`config.mk`:
```
export PLATFORM = sky130hd
export DESIGN_NAME = ackfifo_ctrl
export DESIGN_NICKNAME = d
export VERILOG_FILES = /design/src/rtl/ackfifo_ctrl.sv
export SDC_FILE = /design/constraint.sdc
export NUM_CORES = 1
export LEC_CHECK = 0
export CAP_MARGIN = 30
export CORE_MARGIN = 2
export CORE_UTILIZATION = 27
export DETAILED_ROUTE_END_ITERATION = 8
export PLACE_DENSITY = 0.77
export RECOVER_POWER = 100
export SLEW_MARGIN = 20
export SYNTH_ARGS = -nofsm -noshare
export SYNTH_HDL_FRONTEND = slang
export SYNTH_SLANG_ARGS = --single-unit
```
`constraint.sdc`:
```
create_clock -name CLK -period 2.9 [get_ports CLK]
set_input_delay 0.58 -clock CLK [delete_from_list [all_inputs] [get_ports CLK]]
set_output_delay 0.58 -clock CLK [all_outputs]
set_load 0.02 [all_outputs]
```
`src/rtl/ackfifo_ctrl.sv`:
```
// Synchronous FIFO controller driving an external single-clock RAM with one write port and one read port.
// The RAM registers the read address, so popped data appears on Q exactly one cycle after the pop.
module ackfifo_ctrl #(
  parameter int DEPTH     = 64,
  parameter int WIDTH     = 32,
  parameter int AFULL_VAL = 48
) (
  input  logic                       CLK,
  input  logic                       ARST_N,
  input  logic                       WE,
  input  logic [WIDTH-1:0]           DATA,
  input  logic                       RE,
  output logic [WIDTH-1:0]           Q,
  output logic                       DVLD,
  output logic                       FULL,
  output logic                       EMPTY,
  output logic                       AFULL,
  output logic [$clog2(DEPTH):0]     WCNT,
  output logic                       OVERFLOW,
  output logic                       UNDERFLOW,
  output logic [$clog2(DEPTH)-1:0]   RAM_C_ADDR,
  output logic [WIDTH-1:0]           RAM_C_DIN,
  output logic                       RAM_C_WEN,
  output logic                       RAM_C_BLK,
  output logic [$clog2(DEPTH)-1:0]   RAM_A_ADDR,
  output logic                       RAM_A_ADDR_EN,
  output logic                       RAM_A_BLK,
  input  logic [WIDTH-1:0]           RAM_A_DOUT
);

  localparam int AW = $clog2(DEPTH);
  localparam logic [AW:0] CNT_FULL  = (AW+1)'(DEPTH);
  localparam logic [AW:0] CNT_AFULL = (AW+1)'(AFULL_VAL);

  logic [AW-1:0] wptr;
  logic [AW-1:0] rptr;
  logic [AW:0]   wcnt;
  logic          push;
  logic          pop;

  // Handshake: a push is taken when WE=1 and FULL=0, a pop when RE=1 and EMPTY=0,
  // both in the same cycle the request is seen; a rejected request has no side effect
  // other than the OVERFLOW/UNDERFLOW pulse on the following cycle.
  assign push = WE && !FULL;
  assign pop  = RE && !EMPTY;

  assign EMPTY = (wcnt == '0);
  assign FULL  = (wcnt == CNT_FULL);
  assign AFULL = (wcnt >= CNT_AFULL);
  assign WCNT  = wcnt;

  assign RAM_C_ADDR    = wptr;
  assign RAM_C_DIN     = DATA;
  assign RAM_C_WEN     = push;
  assign RAM_C_BLK     = push;
  assign RAM_A_ADDR    = rptr;
  assign RAM_A_ADDR_EN = pop;
  assign RAM_A_BLK     = pop;

  // RAM output is already aligned with DVLD, so no local data register.
  assign Q = RAM_A_DOUT;

  always_ff @(posedge CLK or negedge ARST_N) begin
    if (!ARST_N) begin
      wptr      <= '0;
      rptr      <= '0;
      wcnt      <= '0;
      DVLD      <= 1'b0;
      OVERFLOW  <= 1'b0;
      UNDERFLOW <= 1'b0;
    end else begin
      if (push) wptr <= wptr + 1'b1;
      if (pop)  rptr <= rptr + 1'b1;
      case ({push, pop})
        2'b10:   wcnt <= wcnt + 1'b1;
        2'b01:   wcnt <= wcnt - 1'b1;
        default: wcnt <= wcnt;
      endcase
      DVLD      <= pop;
      OVERFLOW  <= WE && FULL;
      UNDERFLOW <= RE && EMPTY;
    end
  end

endmodule

```
== Yosys cells after proc, flatten, opt, wreduce, memory -nomap -nowiden ==
Cells that the tools add are included.
Operators by class
  add/subtract/negate cells: 4
  magnitude comparators: 1
  equality and inequality tests: 3
  muxes and demuxes: 1
  reduce and logical (&&, ||, !) cells: 8
Operator list (number)
  one-hot mux 7 bit (2 select lines): 1
  adder 6 x 1 -> 6 bit, second input constant: 2
  adder 7 x 1 -> 7 bit, second input constant: 1
  == test 7 bit, second input constant: 1
  >= comparator 7 x 6 -> 1 bit, second input constant: 1
  zero test 7 bit: 1
  subtractor 7 x 1 -> 7 bit, second input constant: 1
  logical AND 1 bit: 4
  == test 2 x 1 -> 1 bit, second input constant: 1
  == test 2 bit, second input constant: 1
  zero test 1 bit: 2
  nonzero test 2 bit: 1
Word-level totals
  bits in registers: 22
  bits of input ports: 68

== Longest topological paths before layout ==
  depth after elaboration: 5
  mapped depth: 9
  gate-level depth less buffers: 9

== Least setup slack after synthesis ==
OpenSTA, ideal clock, no wires.
  kind: flip-flop to flip-flop
  start point: reg wcnt[0] (netlist: WCNT[0])
  end point: reg wcnt[6] (netlist: WCNT[6])
  library setup time: 0.136 ns
  data arrival time: 3.173 ns
  data required time: 2.764 ns
  path slack: -0.409 ns
  cell stages (with the launch flop): 10
  period minus slack after synthesis: 3.309 ns
  cell sequence: dfrtp_1 > or4_4 > o31ai_4 > inv_1 > ha_1 > ha_1 > or4b_2 > o31ai_1 > a311oi_1 > xnor2_1
On the way
  cells in the longest elaborated chain, start to end: 5
Ends and longest elaborated chain
  from (decl): RTL line 37  | logic [AW:0] wcnt;
  from (signal assigned): RTL line 75  | 2'b10: wcnt <= wcnt + 1'b1;
  from (signal assigned): RTL line 76  | 2'b01: wcnt <= wcnt - 1'b1;
  from (signal assigned): RTL line 77  | default: wcnt <= wcnt;
  zero test 7 bit (*): RTL line 47  | assign EMPTY = (wcnt == '0);
  zero test 1 bit (*): RTL line 45  | assign pop = RE && !EMPTY;
  logical AND 1 bit (*): RTL line 45
  net RAM_A_ADDR_EN: RTL line 26  | output logic RAM_A_ADDR_EN,
  == test 2 x 1 -> 1 bit / == test 2 bit (equally long branches): RTL line 74  | case ({push, pop})
  one-hot mux 7 bit (2 select lines) / nonzero test 2 bit (equally long branches)
Mark *: on every way through the listed nets, which the timed path passes. The rest lies on a longest branch.
A chain may end at the register's enable or synchronous reset.

== Worst setup path in the final report ==
  start point: reg wcnt[3] (netlist: WCNT[3])
  end point: reg wcnt[6] (netlist: WCNT[6])
On the way
  cells in the longest elaborated chain, start to end: 5
Ends and longest elaborated chain
  parallel branches: the longest is 5 deep, another holds subtractor 7 x 1 -> 7 bit
Parallel ways; which one is timed is not known.

==> results.md <==
* Outcome: finished clean
* Largest net degree at the start of global routing at 23
* GRT Overall Usage at 9.14%
* Die Ht at a little over 80 um
* Post-synthesis register bit count at 22
* Critical path cell sequence: or4_4, o31ai_4, inv_2, ha_4, ha_4, or4b_4, o31ai_1, a311oi_2, xnor2_1
* Synth Flop Type: dfrtp_1
* Die Area at between 0.006 and 0.007 sq mm
* Critical path type: reg -> reg
* Grt ovf at 0
* Layout cell share with drive strength beyond 1 at 18.6%
* CTS buffer count at 3
* I/O pins at between 150 and 200
* DP HPWL at ~2.5 mm
* Clock Tree Buf Depth at 2
* ANT nets after route at 0
* Max_slew headroom at between 20% and 30%
* TNS Setup at 0 ps
* Crit path top cell by count: ha_4
* Final setup vio count at 0
* 1st-pass router iterations at 4
* Commonest non-fill, non-tap cells in the layout: 27 x dlygate4sd3_1, 19 x dfrtp_1, 9 x nand2_1
* Synth Area in Compound Gates at 8.55%
* Maximum vdd ir drop at 405 uV
* Number of global-route vias before repair at between 900 and 1,000
* Layout Skew at between 4 and 5 ps
* Starting DRT DRC Count at 31
* EDFF count, synth at 0
* Clk_lat worst skew at around 260 ps
* Reg clk slew, reported paths at roughly 80 ps
* Synth-to-Final Area Change at 3.38%
* Synth Area in XOR/XNOR at 7.35%
* Min Clock Period, post-route at between 2000 and 3000 ps
* IO buf count at 32
* Starting Density at 28.0%
* Rows at 28
* ANT cells at 0
* Final Cell Area at 0.00172 sq mm
* Core Region at about 0.006 sq mm
* Slew @ Worst Pin at around 1200 ps
* Lkg Pwr at ~0.72 nW
* Clock sink count at 22
* Post-DR vias/cell at 4.54
* Pwr dens at approximately 1100 mW/mm^2
* Pins Over Slew Limit at 0
* CTS Root Cell: clkbuf_8
* Mapped Area at about 0.0017 sq mm
* Critical Path AT at 2910 ps
* CP top delay family: simple AND/OR/NAND/NOR gates
* CTS tree: done
* Largest family of logic cells by synthesized area: buffers and inverters
* Die W at 82.6 um
* Hold_ws at approximately 470 ps
* Asr flop ratio synth at 100%
* Synth warn at 0
* Placer Congestion at between 0.8 and 0.9
* Total Wirelength at between 3 and 4 mm
* Unrepaired setup endpoints after global routing: false
* CP Launch Type: flip-flop
* Seq/Total Area, Yosys at 33.0%
* Adder-Cell Fraction of Synth Area at under 10%
* FMAX at approximately 360 MHz
* Synth cell types at 36
* Commonest non-fill, non-tap cell in the layout: dlygate4sd3_1
* Layout net count at 223
* Syn Inst Count at 171
* CP peak stage delay at between 500 and 600 ps
* Synth Area per Inst at around 10 sq um
* Residual DRC at 0
* Initial antenna violation count at 0
* WL per Instance at ~14 um
* Slowest cell on crit path: or4_4
* Syn_nets at roughly 250
* Post-CTS Setup Bufs at 0
* Crit path max fanout at 10
* Fin. Hold Viols at 0
* Power, Total at roughly 1.9 mW
* Final worst-path cycle share at between 90 and 100%
* Mux contribution to synthesized area at 2.25%
* Synth Area in Simple Gates at ~11%
* Buf+Inv Stages, Crit Path at 1
* First-pass GRT wire length at 4.66 mm
* Via count at roughly 1,000
* Hold crit path type: reg -> reg
* Placed Area at between 0.0015 and 0.002 sq mm
* H-tree levels at 1
* Worst EP required at between 3000 and 4000 ps
* # Max-Cap Violations at 0
* CP Capture Type: flip-flop
[final cells by class]
| class | count | area (sq um) |
|---|---|---|
| Fill cell | 615 | 4230 |
| Multi-Input combinational cell | 79 | 662 |
| Sequential cell | 22 | 554 |
| Timing Repair Buffer | 37 | 348 |
| Tap cell | 75 | 93.8 |
| Clock buffer | 4 | 55.1 |
| Inverter | 3 | 11.3 |
[cell families after synthesis]
| logic type | after synthesis |
|---|---|
| buffers and inverters | 70 |
| and+or+nand+nor | 34 |
| adders and majority gates | 9 |
| muxes | 3 |
| DFF | 22 |
| AOI/OAI and AO/OA | 19 |
| xor gates and xnor gates | 14 |
[registers in the layout, summed over array words and instances (netlist names)]
signal,flops
RAM_A_ADDR,6
UNDERFLOW,1
WCNT,7
OVERFLOW,1
RAM_C_ADDR,6
DVLD,1
[routing by layer]
layer / share of wire [%] / routed length [um] / GRT usage, % / up-vias
met2: 48 / 1500 / 16.4 / 54
met1: 38 / 1180 / 8.83 / 469
met5: 0 / 0 / 0 / -
met4: 4.4 / 138 / 7.05 / 0
met3: 10 / 321 / 2.50 / 21
li1: - / - / - / 454
[timing repair]
item	in CTS	in global routing
resized for setup	3	4
endpoints found under the setup margin	3	1
hold buffers	0	0
pin swaps	0	1
[synth_stat cells, types with 3 or more instances]
master,instances,area (sq um)
nand3_1,3,15.0
a21oi_1,3,15.0
nand2_1,9,33.8
buf_4,66,495
ha_1,8,100
nor2_1,6,22.5
dfrtp_1,22,551
xor2_1,6,52.6
o21ai_0,3,15.0
inv_1,3,11.3
xnor2_1,8,70.1
o31ai_1,3,22.5
[worst paths after layout]
path / from / end / slack, ps / cells after the start
hold reg to reg: RAM_C_ADDR[5] / RAM_C_ADDR[5] / 470 / 1
hold / removal: RAM_C_ADDR[5] / RAM_C_ADDR[5] / 470 / 1
setup / recovery: WCNT[3] / WCNT[6] / 140 / 9
min in group asynchronous: ARST_N / DVLD / 1070 / 2
setup reg to reg: WCNT[3] / WCNT[6] / 140 / 9
max in group asynchronous: ARST_N / WCNT[3] / 1060 / 2
[power breakdown]
group | total, mW | switching, mW | internal [mW]
registers | 0.621 | 0.171 | 0.450
clock network | 0.217 | 0.0960 | 0.121
logic | 1.07 | 0.552 | 0.515
total | 1.91 | 0.819 | 1.09
[stage by stage]
| stage | setup slack, ps | utilization [%] | cells |
|---|---|---|---|
| 3_5_place_dp | -10.6 | 27.9 | 216 |
| 2_1_floorplan | -40.1 | - | 171 |
| 5_1_grt | 0.963 | 28.9 | 220 |
| 4_1_cts | 39.8 | 28.9 | 220 |
| 3_3_place_gp | 144 | 27.9 | 216 |
| 6_report | 138 | 28.9 | 220 |
(Power assumes the default switching activity.)
